[src/rtl/adder_arb_pkg.sv]
// Shared types and default parameters for the adder_arbiter block.
// The optional macro ADDARB_FIXED_PRIO_EN (used by rr_picker and
// adder_arbiter) switches arbitration from round-robin to fixed priority.
package adder_arb_pkg;

    // Default number of requesters sharing the adder.
    localparam int ADDARB_NUM_REQ = 4;

    // Default operand width.
    localparam int ADDARB_DATA_W  = 16;

    // Transaction sequencer states.
    typedef enum logic [1:0] {
        IDLE  = 2'd0,
        START = 2'd1,
        STOP  = 2'd2
    } arb_state_t;

endpackage : adder_arb_pkg

[src/rtl/adder_arbiter_rr_picker.sv]
// rr_picker: combinational requester selector for adder_arbiter.
// Default build: round-robin search that starts at ptr_i and wraps.
// With ADDARB_FIXED_PRIO_EN defined: the lowest asserted index wins and
// the ptr_i port does not exist.
module rr_picker
    import adder_arb_pkg::*;
#(
    parameter  int NUM_REQ = ADDARB_NUM_REQ,
    localparam int ID_W    = $clog2(NUM_REQ)
) (
    input  logic [NUM_REQ-1:0] req_i,
`ifndef ADDARB_FIXED_PRIO_EN
    input  logic [ID_W-1:0]    ptr_i,
`endif
    output logic [NUM_REQ-1:0] grant_o,
    output logic [ID_W-1:0]    idx_o,
    output logic               any_o
);

    // Walk the candidates in priority order; the first asserted one wins.
    always_comb begin
        logic [ID_W-1:0] cand;
        logic            found;
        logic            hit;
        grant_o = '0;
        idx_o   = '0;
        found   = 1'b0;
        cand    = '0;
        hit     = 1'b0;
        for (int i = 0; i < NUM_REQ; i++) begin
`ifdef ADDARB_FIXED_PRIO_EN
            cand = ID_W'(i);
`else
            cand = ID_W'((int'(ptr_i) + i) % NUM_REQ);
`endif
            hit           = req_i[cand] & ~found;
            grant_o[cand] = grant_o[cand] | hit;
            idx_o         = hit ? cand : idx_o;
            found         = found | hit;
        end
    end

    assign any_o = |req_i;

endmodule : rr_picker

[src/rtl/adder_arbiter.sv]
// adder_arbiter: shares one registered adder between NUM_REQ requesters.
// IDLE grants and captures operands, START registers the sum, STOP holds
// the response until the consumer takes it.
// Macro ADDARB_FIXED_PRIO_EN selects fixed-priority arbitration (no ptr);
// the default build uses round-robin.
module adder_arbiter
    import adder_arb_pkg::*;
#(
    parameter  int NUM_REQ = ADDARB_NUM_REQ,
    parameter  int DATA_W  = ADDARB_DATA_W,
    localparam int ID_W    = $clog2(NUM_REQ)
) (
    input  logic                      clk,
    input  logic                      rst_n,
    input  logic [NUM_REQ-1:0]        req_valid,
    input  logic [NUM_REQ*DATA_W-1:0] req_a,
    input  logic [NUM_REQ*DATA_W-1:0] req_b,
    output logic [NUM_REQ-1:0]        req_ready,
    output logic                      rsp_valid,
    output logic [ID_W-1:0]           rsp_id,
    output logic [DATA_W:0]           rsp_sum,
    input  logic                      rsp_ready
);

    arb_state_t        state_q, state_d;
    logic [DATA_W-1:0] a_q, a_d;
    logic [DATA_W-1:0] b_q, b_d;
    logic [ID_W-1:0]   gid_q, gid_d;
    logic              rsp_valid_q, rsp_valid_d;
    logic [ID_W-1:0]   rsp_id_q, rsp_id_d;
    logic [DATA_W:0]   rsp_sum_q, rsp_sum_d;
`ifndef ADDARB_FIXED_PRIO_EN
    logic [ID_W-1:0]   ptr_q, ptr_d;
`endif

    logic [NUM_REQ-1:0] pick_grant_s;
    logic [ID_W-1:0]    pick_idx_s;
    logic               pick_any_s;
    logic [DATA_W-1:0]  a_arr_s [NUM_REQ];
    logic [DATA_W-1:0]  b_arr_s [NUM_REQ];

    // Unpack the flat operand buses into per-requester lanes.
    for (genvar gi = 0; gi < NUM_REQ; gi++) begin : g_unpack
        assign a_arr_s[gi] = req_a[gi*DATA_W +: DATA_W];
        assign b_arr_s[gi] = req_b[gi*DATA_W +: DATA_W];
    end

    rr_picker #(
        .NUM_REQ (NUM_REQ)
    ) u_picker (
        .req_i   (req_valid),
`ifndef ADDARB_FIXED_PRIO_EN
        .ptr_i   (ptr_q),
`endif
        .grant_o (pick_grant_s),
        .idx_o   (pick_idx_s),
        .any_o   (pick_any_s)
    );

    // Accept strobe only while idle and out of reset, so it is zero in reset.
    always_comb begin
        if ((state_q == IDLE) && rst_n) begin
            req_ready = pick_grant_s;
        end else begin
            req_ready = '0;
        end
    end

    // Next-state, operand capture and response generation.
    always_comb begin
        state_d     = state_q;
        a_d         = a_q;
        b_d         = b_q;
        gid_d       = gid_q;
        rsp_valid_d = rsp_valid_q;
        rsp_id_d    = rsp_id_q;
        rsp_sum_d   = rsp_sum_q;
`ifndef ADDARB_FIXED_PRIO_EN
        ptr_d       = ptr_q;
`endif
        case (state_q)
            IDLE: begin
                if (pick_any_s) begin
                    a_d     = a_arr_s[pick_idx_s];
                    b_d     = b_arr_s[pick_idx_s];
                    gid_d   = pick_idx_s;
                    state_d = START;
`ifndef ADDARB_FIXED_PRIO_EN
                    if (pick_idx_s == ID_W'(NUM_REQ - 1)) begin
                        ptr_d = '0;
                    end else begin
                        ptr_d = pick_idx_s + ID_W'(1);
                    end
`endif
                end else begin
                    state_d = IDLE;
                end
            end
            START: begin
                rsp_sum_d   = {1'b0, a_q} + {1'b0, b_q};
                rsp_id_d    = gid_q;
                rsp_valid_d = 1'b1;
                state_d     = STOP;
            end
            STOP: begin
                if (rsp_valid_q && rsp_ready) begin
                    rsp_valid_d = 1'b0;
                    state_d     = IDLE;
                end else begin
                    state_d     = STOP;
                end
            end
            default: begin
                rsp_valid_d = 1'b0;
                state_d     = IDLE;
            end
        endcase
    end

    // State, operand and response registers; reset discards any transaction.
    always_ff @(posedge clk or negedge rst_n) begin
        if (!rst_n) begin
            state_q     <= IDLE;
            a_q         <= '0;
            b_q         <= '0;
            gid_q       <= '0;
            rsp_valid_q <= 1'b0;
            rsp_id_q    <= '0;
            rsp_sum_q   <= '0;
`ifndef ADDARB_FIXED_PRIO_EN
            ptr_q       <= '0;
`endif
        end else begin
            state_q     <= state_d;
            a_q         <= a_d;
            b_q         <= b_d;
            gid_q       <= gid_d;
            rsp_valid_q <= rsp_valid_d;
            rsp_id_q    <= rsp_id_d;
            rsp_sum_q   <= rsp_sum_d;
`ifndef ADDARB_FIXED_PRIO_EN
            ptr_q       <= ptr_d;
`endif
        end
    end

    assign rsp_valid = rsp_valid_q;
    assign rsp_id    = rsp_id_q;
    assign rsp_sum   = rsp_sum_q;

endmodule : adder_arbiter

[config.mk]
export PLATFORM = sky130hd
export DESIGN_NAME = adder_arbiter
export DESIGN_NICKNAME = d
export VERILOG_FILES = /design/src/rtl/adder_arb_pkg.sv /design/src/rtl/adder_arbiter_rr_picker.sv /design/src/rtl/adder_arbiter.sv
export SDC_FILE = /design/constraint.sdc
export NUM_CORES = 1
export LEC_CHECK = 0
export CAP_MARGIN = 20
export CORE_AREA = 2 2 98 100
export CTS_BUF_LIST = sky130_fd_sc_hd__clkbuf_8
export CTS_CLUSTER_SIZE = 14
export DETAILED_ROUTE_END_ITERATION = 12
export DIE_AREA = 0 0 100 102
export GPL_TIMING_DRIVEN = 0
export PLACE_DENSITY = 0.89
export SYNTH_ARGS = -nofsm -noshare
export SYNTH_HDL_FRONTEND = slang
export SYNTH_SLANG_ARGS = --single-unit
[constraint.sdc]
create_clock -name clk -period 8.2 [get_ports clk]
set_clock_uncertainty 0.15 [all_clocks]
set_input_delay 0.82 -clock clk [delete_from_list [all_inputs] [get_ports clk]]
set_output_delay 0.82 -clock clk [all_outputs]
set_load 0.01 [all_outputs]
==> results.txt <==
* Top cell type's share of synthesized area: 31.9%
* Overall via count from detail_route: 5174
- Fraction of registers with async set or reset after synthesis: 100%
- The initial antenna violation count is 0.
* Routed WL per cell: around 17 um
- Setup violations remaining at the end of the flow were counted as 0.
- The count of buffers added on input and output ports is 156.
* Largest cells by area after synthesis: dfrtp_1, nand2_1, a311oi_1, ha_1, a21o_1
* Clock input transition at the sequential cells of the worst setup and hold paths: ~70 ps
- In the final design database the tool counted ~900 nets.
- The synthesized design contains slightly below 60 register bits.
- Max Buffers Root-to-Sink: 2
* RSZ-0062 raised after global routing: false
* Total leakage power: between 2 and 3 nW
- Maximum number of pins on one net before global-route repair: 34
- Once the floorplan was initialized, standard cells occupied about 50% of the core.
- STA classifies the critical path endpoint as an output port.
- After filler insertion, the fill cell instance count of the layout stands at 690.
- Total routed wire length on the met1 layer: slightly below 6000 um
- Family with the most delay on the worst path: buffers and inverters
- After detailed routing, the number of remaining DRC violations is 0.
- TritonCTS buffer count: 9
* Count of pins over their slew limit: 0
- At the worst endpoint, the arrival time is ~4400 ps.
- Outcome: completed
* Clock latency reported for the late side of the worst-skew pair: 340 ps
* Top layer reached by signal wires: met4
- The design draws between 2 and 3 mW.
- Min-Delay Path Class: in2async
* Global-route wire length before repair: around 23000 um
- Global routing used ~28% of the available tracks.
- Sequential cell area fraction in the yosys report: 31.9%
- dfrtp_1 takes more of the synthesized area than any other cell.
- Worst-case vdd ir drop: 0.254 mV
* Final TNS setup: 0 ps
- At the end of routability-driven placement, the weighted congestion stood at between 0.9 and 1.
- Slew HR: between 60% and 70%
- Total number of placement rows: 35
- Required @ worst endpoint: just over 7000 ps
- Post-synth net total: roughly 740
- Buffers plus inverters on the worst setup path: 4
- Max-cap violations in this run came to 0.
- In this run the power density over the cells is 440 nW/um^2.
- Synthesis handed over a netlist of 578 instances.
- After detailed routing, the number of vias per cell comes to ~6.0.
- Summed over all nets, wire length on met2 after detailed routing comes to ~7300 um.
* Synthesis Warnings: 0
- Antenna Cells: 0
- Subtracting the final worst setup slack from the clock period gives 5340 ps.
- The first detailed-routing pass ran for 5 iterations.
* Most used flip-flop cell after synthesis: dfrtp_1
* Die Footprint: about 10000 um^2
- The first routing iteration left 388 violations.
* Part of the cycle the worst path needs: about two thirds
- Measured along the x axis, the die boundary spans 100 um.
- On the worst path, the slowest cell contributes a delay of between 500 and 600 ps.
- Layout cells sized above 1: under 10%
- Launching element type of the critical path: flop
* Via count of the first global-routing pass: about 4800
- CTS tree: yes
* Post-DP HPWL: 11600 um
- The count of final hold-check violations was 0.
* Cell with the most instances on the worst path: nor3_1
- Post-CTS Setup Repair Bufs: 0
- 159 I/O pins were placed.
* Cell-by-cell listing of the critical path: buf_2 -> inv_2 -> ha_1 -> clkbuf_1 -> mux4_2 -> mux2_4 -> nand2_2 -> a32oi_2 -> mux2i_4 -> a311oi_2 -> nor3_1 -> nor3_1 -> clkdlybuf4s50_1
- DIE HEIGHT: 102 um
- The count of nets left with antenna violations once routing finished came out at 0.
- After clock tree synthesis, the flow added hold-fix buffers numbering 0.
* Mean area per synthesized cell: between 7 and 8 um^2
- Number of enable-type register cells in the synthesized netlist: 0
* Number of library cell types mapped by synthesis: ~50
* Type of the worst setup path: reg2out
- The H-tree was split into 3 levels.
* Met3 wirelength from detailed routing: 1200 um
- Placeable Area: just over 9000 um^2
- Global route overflow: 0
* Sink count of the clock tree: 58
- Maximum operating frequency: 0.187 GHz
- CTS root buffer: clkbuf_8
- On the critical path, the stage with the largest delay is an instance of mux4_2.
- Resized cells post-CTS: 0
- Layout-stage area growth over the synthesis result: 42.6%
- Summed over all layers, the routed wires come to ~15000 um.
- For the pin with the worst max-slew slack, the measured transition is 598 ps.
- The cell area that synthesis handed to floorplanning was approximately 4500 um^2.
* Largest fanout on the critical path: 10
==> worst register-to-register path, delay by kind of cell (launching register included) <==
kind,cells,cell delay (ps)
simple gates,2,260
flops,1,510
compound gates,4,960
fa+ha+maj,1,290
buf+inv,7,1840
==> synthesized netlist by cell type (2+ instances only) <==
cell and count:
clkbuf_1 31, a311oi_1 31, nand2_1 161, buf_1 3
xor2_1 6, a311oi_2 4, mux2_2 3, buf_4 2
inv_2 3, o21ai_1 7, buf_2 6, nand3b_1 7
nor3_1 22, nor3b_1 4, o21ai_0 24, o21a_1 2
or2_2 3, and3_1 35, o211ai_1 3, dfrtp_1 58
inv_1 11, a32oi_2 2, xnor2_1 4, o41ai_1 2
a21oi_1 13, nor2b_1 5, mux4_2 3, nor2_1 14
ha_1 21, nand2b_1 8, o31ai_1 4, a211o_1 3
a31oi_1 9, nand3_1 13, a21o_1 33, a211oi_1 2
nand2_2 2
==> where the power goes <==
group | switching, mW | internal (mW)
Sequential | 0.112 | 0.440
Combinational | 1.15 | 0.855
Clock | 0.121 | 0.170
==> per-stage QoR <==
step	utilization [%]	instance area [um^2]	instances	hold slack (ps)	worst slack, ps
final	71.1	6480	862	329	2860
after global routing	71.1	6480	862	362	2710
after CTS	71.1	6480	862	334	2910
after detailed placement	68.7	6260	846	319	3210
after floorplan	-	4540	578	296	4240
after global placement	68.5	6240	845	314	2780
==> state kept, by name, summed over array words and instances (netlist names) <==
signal	flops
a_q	16
rsp_id	2
rsp_valid	1
b_q	16
ptr_q	2
state_q	2
gid_q	2
rsp_sum	17
==> layout make-up <==
type	count	area [um^2]	share of cell area, %
Multi-Input combinational cell	462	2840	43.9
Timing Repair Buffer	157	1580	24.3
Sequential cell	58	1450	22.4
Buffer	44	195	3.01
Tap cell	111	139	2.14
Clock buffer	9	124	1.91
Clock inverter	7	93.8	1.45
Inverter	14	52.6	0.811
==> cells in the final DEF (no fill, tap or decap), types with 5 or more instances in the layout <==
cell             synthesis  final
and3_1                  35     35
nand2b_1                 8      8
buf_2                    6      7
a21o_1                  33     33
dfrtp_1                 58     58
a31oi_1                  9      9
nand2_1                161    161
a21oi_1                 13     13
nor3_1                  22     22
clkbuf_1                31     31
o21ai_1                  7      7
nand3_1                 13     13
o21ai_0                 24     24
inv_1                   11     11
xor2_1                   6      6
nor2b_1                  5      5
ha_1                    21     21
nor2_1                  14     14
a311oi_1                31     31
clkdlybuf4s50_1          0    155
clkbuf_8                 0      9
nand3b_1                 7      7
==> cell families (layout without fill, tap and decap cells) <==
logic type	count (synthesis)	after routing	synth area share (%)
compound gates	145	145	23.5
xor+xnor	10	10	1.93
fa+ha+maj	22	22	6.22
buf+inv	58	231	5.45
flops	58	58	31.9
mux	8	8	3.06
simple gates	277	277	27.9
==> metal layers <==
layer  vias up  track usage [%]
met5         -                0
li1       2411                -
met4         0             11.3
met3        44             4.24
met1      2396             35.5
met2       323             49.3
==> path summary, 6_finish.rpt <==
path	from	endpoint	slack, ps	cells past startpoint
worst min register to register	rsp_sum[8]	rsp_sum[8]	330	2
worst min-delay path	rst_n	state_q[1]	330	1
worst max register to register	ptr_q[0]	a_q[9]	4130	14
min in group clk	rsp_sum[8]	rsp_sum[8]	330	2
worst max-delay path	ptr_q[0]	req_ready[1]	2860	13
max in group asynchronous	rst_n	a_q[12]	6990	2
No activity file was read; power rests on OpenSTA's default activity.
